--- config.mk ---
export PLATFORM = sky130hd
export DESIGN_NAME = ahb_slave_mem
export DESIGN_NICKNAME = d
export VERILOG_FILES = /design/src/rtl/ahb_slave_mem.sv
export SDC_FILE = /design/constraint.sdc
export NUM_CORES = 1
export LEC_CHECK = 0
export CAP_MARGIN = 20
export CORE_ASPECT_RATIO = 0.6
export CORE_MARGIN = 2
export CORE_UTILIZATION = 55
export DETAILED_ROUTE_END_ITERATION = 7
export GPL_ROUTABILITY_DRIVEN = 0
export PLACE_DENSITY = 0.79
export SYNTH_ARGS = -nofsm -noshare
export SYNTH_HDL_FRONTEND = slang
export SYNTH_SLANG_ARGS = --single-unit
--- constraint.sdc ---
create_clock -name HCLK -period 26.8 [get_ports HCLK]
set_input_delay 4.02 -clock HCLK [delete_from_list [all_inputs] [get_ports HCLK]]
set_output_delay 4.02 -clock HCLK [all_outputs]
set_load 0.05 [all_outputs]
--- src/rtl/ahb_slave_mem.sv ---
// ----------------------------------------------------------------------------
// ahb_slave_mem
//   AHB-Lite responder backed by a small word-addressed register memory.
//   Accepts pipelined address/data phases, stretches every OKAY data phase by
//   WaitStates cycles and answers illegal accesses with the two-cycle ERROR
//   response. Intended as the far end of master/data-buffer integration tests.
//
//   Optional feature macro: AHB_SLAVE_BYTE_LANE_EN
//     defined   : byte and halfword transfers are legal; writes update only the
//                 addressed byte lanes (little-endian), reads return the word.
//     undefined : only word transfers are legal.
//
// Parameters
//   Width      data bus width
//   AddrWidth  HADDR width
//   Depth      number of Width-bit words (power of two, 2..256)
//   WaitStates wait cycles inserted per OKAY data phase (0..7)
//
// Ports
//   HCLK       bus clock, rising edge
//   HRESET     asynchronous active-high reset
//   HSEL       slave select
//   HADDR      byte address (address phase)
//   HTRANS     transfer type (IDLE/BUSY/NONSEQ/SEQ)
//   HWRITE     1 = write
//   HSIZE      transfer size
//   HWDATA     write data (data phase)
//   HREADY     bus-wide ready
//   HRDATA     registered read data
//   HREADYOUT  slave ready
//   HRESP      0 OKAY, 1 ERROR
// ----------------------------------------------------------------------------
module ahb_slave_mem #(
   parameter int Width      = 32,
   parameter int AddrWidth  = 32,
   parameter int Depth      = 16,
   parameter int WaitStates = 1
) (
   input  logic                 HCLK,
   input  logic                 HRESET,
   input  logic                 HSEL,
   input  logic [AddrWidth-1:0] HADDR,
   input  logic [1:0]           HTRANS,
   input  logic                 HWRITE,
   input  logic [2:0]           HSIZE,
   input  logic [Width-1:0]     HWDATA,
   input  logic                 HREADY,
   output logic [Width-1:0]     HRDATA,
   output logic                 HREADYOUT,
   output logic                 HRESP
);

   localparam int IW = $clog2(Depth);
   localparam int NB = Width / 8;

   localparam logic [2:0] ST_IDLE = 3'd0;
   localparam logic [2:0] ST_WAIT = 3'd1;
   localparam logic [2:0] ST_DONE = 3'd2;
   localparam logic [2:0] ST_ERR1 = 3'd3;
   localparam logic [2:0] ST_ERR2 = 3'd4;

   // Counter reload on WAIT entry; the guard keeps WaitStates==0 from wrapping.
   localparam logic [2:0] WS_LOAD = (WaitStates > 0) ? 3'(WaitStates - 1) : 3'd0;
   localparam logic [AddrWidth-1:0] ADDR_LIMIT = AddrWidth'(Depth * 4);

   logic [2:0]       state_q, state_d;
   logic [2:0]       cnt_q, cnt_d;
   logic [IW-1:0]    idx_q, idx_d;
   logic             write_q, write_d;
   logic [NB-1:0]    strb_q, strb_d;
   logic [Width-1:0] hrdata_q, hrdata_d;
   logic [Width-1:0] mem_q [Depth];
   logic [Width-1:0] mem_d [Depth];

   logic             accept;
   logic             legal;
   logic [IW-1:0]    addr_idx;
   logic [NB-1:0]    acc_strb;
   logic             mem_we;
   logic [Width-1:0] wr_word;
   logic             unused_htrans0;

   assign unused_htrans0 = HTRANS[0];

   assign accept   = HSEL & HREADY & HTRANS[1];
   assign addr_idx = HADDR[IW+1:2];

   // Legality and byte-lane strobes of the transfer in the address phase.
   always_comb begin
      legal    = (HADDR < ADDR_LIMIT);
      acc_strb = '1;
`ifdef AHB_SLAVE_BYTE_LANE_EN
      case (HSIZE)
         3'b000: acc_strb = NB'(1) << HADDR[1:0];
         3'b001: begin
            acc_strb = NB'(3) << {HADDR[1], 1'b0};
            if (HADDR[0]) legal = 1'b0;
         end
         3'b010: if (HADDR[1:0] != 2'b00) legal = 1'b0;
         default: legal = 1'b0;
      endcase
`else
      if (HSIZE != 3'b010 || HADDR[1:0] != 2'b00) legal = 1'b0;
`endif
   end

   // Write commits at the end of DONE; unaddressed lanes keep the old bytes.
   assign mem_we = (state_q == ST_DONE) && write_q;

   always_comb begin
      wr_word = mem_q[idx_q];
      for (int k = 0; k < NB; k++) begin
         if (strb_q[k]) wr_word[8*k +: 8] = HWDATA[8*k +: 8];
      end
   end

   always_comb begin
      mem_d = mem_q;
      if (mem_we) mem_d[idx_q] = wr_word;
   end

   always_comb begin
      state_d  = state_q;
      cnt_d    = cnt_q;
      idx_d    = idx_q;
      write_d  = write_q;
      strb_d   = strb_q;
      hrdata_d = hrdata_q;
      case (state_q)
         ST_IDLE, ST_DONE, ST_ERR2: begin
            state_d = ST_IDLE;
            if (accept) begin
               idx_d   = addr_idx;
               write_d = HWRITE;
               strb_d  = acc_strb;
               if (!legal) begin
                  state_d = ST_ERR1;
               end else if (WaitStates == 0) begin
                  state_d = ST_DONE;
                  // Zero-wait read straight after a write to the same word
                  // must see the data being committed on this very edge.
                  if (!HWRITE) begin
                     if (mem_we && idx_q == addr_idx) hrdata_d = wr_word;
                     else                             hrdata_d = mem_q[addr_idx];
                  end
               end else begin
                  state_d = ST_WAIT;
                  cnt_d   = WS_LOAD;
               end
            end
         end
         ST_WAIT: begin
            if (cnt_q == 3'd0) begin
               state_d = ST_DONE;
               if (!write_q) hrdata_d = mem_q[idx_q];
            end else begin
               cnt_d = cnt_q - 3'd1;
            end
         end
         ST_ERR1: state_d = ST_ERR2;
         default: state_d = ST_IDLE;
      endcase
   end

   always_ff @(posedge HCLK or posedge HRESET) begin
      if (HRESET) begin
         state_q  <= ST_IDLE;
         cnt_q    <= '0;
         idx_q    <= '0;
         write_q  <= 1'b0;
         strb_q   <= '0;
         hrdata_q <= '0;
         for (int i = 0; i < Depth; i++) mem_q[i] <= '0;
      end else begin
         state_q  <= state_d;
         cnt_q    <= cnt_d;
         idx_q    <= idx_d;
         write_q  <= write_d;
         strb_q   <= strb_d;
         hrdata_q <= hrdata_d;
         mem_q    <= mem_d;
      end
   end

   assign HRDATA    = hrdata_q;
   assign HREADYOUT = !(state_q == ST_WAIT || state_q == ST_ERR1);
   assign HRESP     = (state_q == ST_ERR1) || (state_q == ST_ERR2);

endmodule

======== Word-level counts from Yosys, hierarchy flattened ========
Cells that the tools add are included.
storage, ports and cells
  word-level logic and storage cells ...... 72
  bits of input ports ..................... 74
  output and inout port bits .............. 34
  bits in registers ....................... 556
cells by class
  muxes and demuxes ....................... 19
  magnitude comparators ................... 3
  equal/unequal tests ..................... 9
  $add $sub $neg .......................... 1
  reduce and logical (&&, ||, !) cells .... 14
  bitwise logic cells ..................... 4
operators with widths
  kind                                                                    number
  512-bit bitwise mux                                                     1
  32-bit binary-select mux with 4-bit select                              1
  32-bit demux with 4-bit select                                          1
  32-bit two-way mux                                                      3
  32-bit by 7-bit < comparator with 1-bit output (second input constant)  1
  8-bit two-way mux                                                       4
  3-bit two-way mux                                                       4
  3-bit case mux with 3 select lines                                      1
  2-bit != test (second input constant)                                   4
  3-bit by 2-bit equality test with 1-bit output (second input constant)  2
  3-bit logical NOT                                                       2
  3-bit case mux with 2 select lines                                      1
  5-bit >= comparator (second input constant)                             1
  5-bit by 1-bit < comparator with 1-bit output (second input constant)   1
  4-bit inverter with 5-bit output                                        1
  2-bit two-way mux                                                       2
  4-bit AND reduction                                                     1
  2-bit nonzero test                                                      2
  3-bit by 1-bit equality test with 1-bit output (second input constant)  1
  3-bit equality test (second input constant)                             1
  1-bit logical OR                                                        3
  3-bit by 2-bit != test with 1-bit output (second input constant)        1
  3-bit AND reduction                                                     1
  3-bit OR reduction                                                      1
  other kinds (7)                                                         9

======== Depth between registers and ports, before layout ========
  depth after elaboration ................. 6
  gate-level depth with buffers ........... 8
  depth with buffers taken out ............ 6

======== Least setup slack after synthesis ========
No wires, ideal clock.
  path type ............................... input port to flip-flop
  start point ............................. in HTRANS[1]
  end point ............................... reg cnt_q[1]
  buffers on the path ..................... 1
  data arrival time ....................... 5.107 ns
  data required time ...................... 26.675 ns
  stages .................................. 5
  library setup time ...................... 0.125 ns
  path slack .............................. 21.568 ns
  path through ............................ nand4b_1 a21o_1 clkbuf_1 o31ai_1 mux2_2
between the ends
  word-level cells in the longest chain between the ends .. 3
ends and longest elaborated chain
  what                                  RTL line  RTL
  from (decl)                           43        input logic [1:0] HTRANS,
  1-bit AND                             85        assign accept = HSEL & HREADY & HTRANS[1];
  2-bit != test (no source line)        -
  4-bit AND reduction (no source line)  -
  to (signal assigned)                  176       cnt_q <= cnt_d;
  to (decl)                             67        logic [2:0] cnt_q, cnt_d;
No other way between the ends.
A chain may end at the register's enable or synchronous reset.

==> results.json <==
{
  "yosys_register_bits": 556,
  "report.final.slew_viol_count": 0,
  "nets": 2510,
  "io_pins": 108,
  "holdBufCountCts": 0,
  "n_antenna_cell": 0,
  "grt_max_degree": 185,
  "cts_made_buffers": 49,
  "syn_to_final_growth_pct": 11.0,
  "slew_headroom_pct": 14.8,
  "drcViolationCount": 0,
  "grt-ovfl-total": 0,
  "cts-resized-gates": 0,
  "tns_ns": 0,
  "dp_hpwl_um": 39900,
  "placementRows": 60,
  "drtAntennaViolNets": 0,
  "n_fill_cell": 3559,
  "synth_area_leaders": "dfrtp_1, mux2i_1, a31oi_1",
  "cts_htree_levels": 2,
  "port_buffers": 106,
  "fin_crit_sh_pct": 25.4,
  "end_kind": "async pin",
  "synth.avg_cell_area_um2": 10.4,
  "core_area_um2": 45200,
  "syn_nets": 2534,
  "first_global_vias": 19700,
  "crit_type": "in2async",
  "fin_worst_skew_ns": 0.0230,
  "worst_path_most_repeated_cell": "buf_12",
  "async_flop_share_pct": 100,
  "die_x_um": 282,
  "outcome": "complete, no violations",
  "period_needed_ns": 6.80,
  "vias_per_cell": 6.46,
  "root_buffer": "clkbuf_16",
  "final_layout_size_suffix_gt1_share_pct": 8.77,
  "synth_ff_type": "dfrtp_1",
  "synth_top_area_share_pct": 54.7,
  "post_cts_buffers": 0,
  "powerDensity_nw_per_um2": 111,
  "critPathSlowestCell": "buf_12",
  "first_pass_iters": 6,
  "worst_pin_slew_ns": 1.28,
  "insertion_delay_ns": 0.59,
  "post_drt_wl_per_cell_um": 22.6,
  "start_util_pct": 56.3,
  "rsz0062_at_grt": "false",
  "cp_data_required_time_ns": 27.53,
  "cts_buffer_depth": 3,
  "fmax_ghz": 0.147,
  "cts.clk_slew.worst_paths_ns": 0.06,
  "hp-class": "reg2reg",
  "crit_chain": "clkdlybuf4s50_1, inv_8, buf_12, buf_12, buf_4, buf_16",
  "grt_pass1_wl_um": 111000,
  "wirelength_um": 70100,
  "synth.cell_area_um2": 25400,
  "synth_most_common_cell": "dfrtp_1",
  "seq_area_frac_synth_pct": 54.7,
  "peakVddDrop_mv": 0.0833,
  "syn_inst": 2458,
  "fp.dieH_um": 171,
  "track_usage_pct": 29.6,
  "critPathArrivalTime_ns": 7.53,
  "ys_types": 45,
  "synth_edf_count": 0,
  "cts.sinks": 556,
  "timing_hold_violations_final": 0,
  "synth_commonest_cells": "dfrtp_1, nor2_1, a31oi_1",
  "antenna_found_initial": 1,
  "drt-initial-drc-count": 2393,
  "path_max_fanout": 184,
  "vias": 20000,
  "cp-start-kind": "primary input",
  "setup_viol": 0,
  "synth_top_area_cell": "dfrtp_1",
  "drv_cap": 0,
  "tritoncts": "done",
  "p_leak_uw": 0.0116,
  "total_power_uw": 3130,
  "cpPeakStageDelay_ns": 0.68,
  "die-area_um2": 48000,
  "yosys_warnings": 0
}
==> through the flow <==
| step | util (%) | cells | hold slack, ns | setup WS [ns] | cell area [µm²] |
|---|---|---|---|---|---|
| after floorplan | - | 2458 | 0.449 | 7.23 | 25400 |
| after global placement | 58.7 | 3002 | 0.460 | 18.88 | 26500 |
| after detailed placement | 58.7 | 3002 | 0.469 | 18.74 | 26500 |
| after CTS | 62.5 | 3093 | 0.483 | 19.34 | 28200 |
| after global routing | 62.5 | 3094 | 0.497 | 19.51 | 28300 |
| final | 62.5 | 3094 | 0.476 | 20.00 | 28300 |
==> state kept, by name, summed over array words and instances, names as in the netlist <==
register	cells
mem_q	512
HRDATA	32
idx_q	4
cnt_q	3
state_q	3
strb_q	1
write_q	1
==> final cells by class <==
cell class / instances / area (µm²) / area share (%)
clock inverters: 22 / 233 / 0.824
clock buffers: 69 / 1470 / 5.22
multi-input cells: 1675 / 10400 / 36.9
repair buffers: 146 / 1410 / 4.98
well taps: 620 / 776 / 2.75
flip-flops and latches: 556 / 13900 / 49.3
inverters: 6 / 30.0 / 0.106
==> worst paths after layout <==
check,start,to,slack [ns],cells past startpoint
min in group asynchronous,HRESET,mem_q[374],4.02,2
setup / recovery,HRESET,mem_q[453],20.00,6
hold / removal,mem_q[337],mem_q[337],0.48,2
setup reg to reg,idx_q[1],mem_q[376],21.98,6
max in group HCLK,state_q[1],HRESP,20.40,4
hold reg to reg,mem_q[337],mem_q[337],0.48,2
==> power breakdown <==
part           switching, µW  leakage (µW)  internal [µW]
Clock                    321      0.000859            424
Sequential               193       0.00532           1130
Combinational            668       0.00547            403
==> cell usage in the layout (no fill, tap or decap), types with 3 or more instances in the layout <==
| master | netlist | final |
|---|---|---|
| a21oi_1 | 34 | 34 |
| a22oi_1 | 124 | 124 |
| a31oi_1 | 288 | 288 |
| a32oi_1 | 4 | 4 |
| a32oi_2 | 26 | 26 |
| and4_2 | 0 | 6 |
| buf_4 | 30 | 37 |
| bufinv_16 | 0 | 4 |
| clkbuf_1 | 84 | 5 |
| clkbuf_16 | 0 | 51 |
| clkbuf_8 | 0 | 13 |
| clkdlybuf4s50_1 | 0 | 106 |
| clkinv_2 | 0 | 14 |
| dfrtp_1 | 556 | 553 |
| inv_1 | 5 | 4 |
| mux2_2 | 6 | 6 |
| mux2i_1 | 256 | 256 |
| nand2_1 | 231 | 231 |
| nand2b_1 | 3 | 3 |
| nand3_1 | 65 | 65 |
| nand3_2 | 31 | 31 |
| nand4_1 | 10 | 10 |
| nor2_1 | 327 | 325 |
| nor2_4 | 0 | 3 |
| nor3b_1 | 3 | 3 |
| nor4_1 | 7 | 7 |
| nor4_4 | 3 | 3 |
| o21ai_0 | 176 | 176 |
| o21ai_1 | 49 | 49 |
==> logic make-up (layout without fill, tap and decap cells) <==
logic type / after synthesis / after routing / synth area share [%]
mux: 262 / 262 / 10.3
fa+ha+maj: 2 / 2 / 0.0983
simple gates: 701 / 701 / 12.3
compound gates: 709 / 709 / 18.0
flops: 556 / 556 / 54.7
buf+inv: 227 / 243 / 4.56
xor+xnor: 1 / 1 / 0.0344
==> critical path, delay by kind of cell <==
kind,cells,cell delay [ns]
buffers and inverters,6,3.12
==> layer usage <==
| metal | GRT usage [%] | vias to the layer above | part of all wire [%] |
|---|---|---|---|
| met1 | 42.1 | 10000 | 43 |
| met2 | 46.7 | 970 | 45 |
| li1 | - | 8838 | - |
| met3 | 5.38 | 152 | 9.1 |
| met4 | 8.74 | 0 | 2.8 |
| met5 | 0 | - | 0 |
Power figures use the tool's default switching activity.
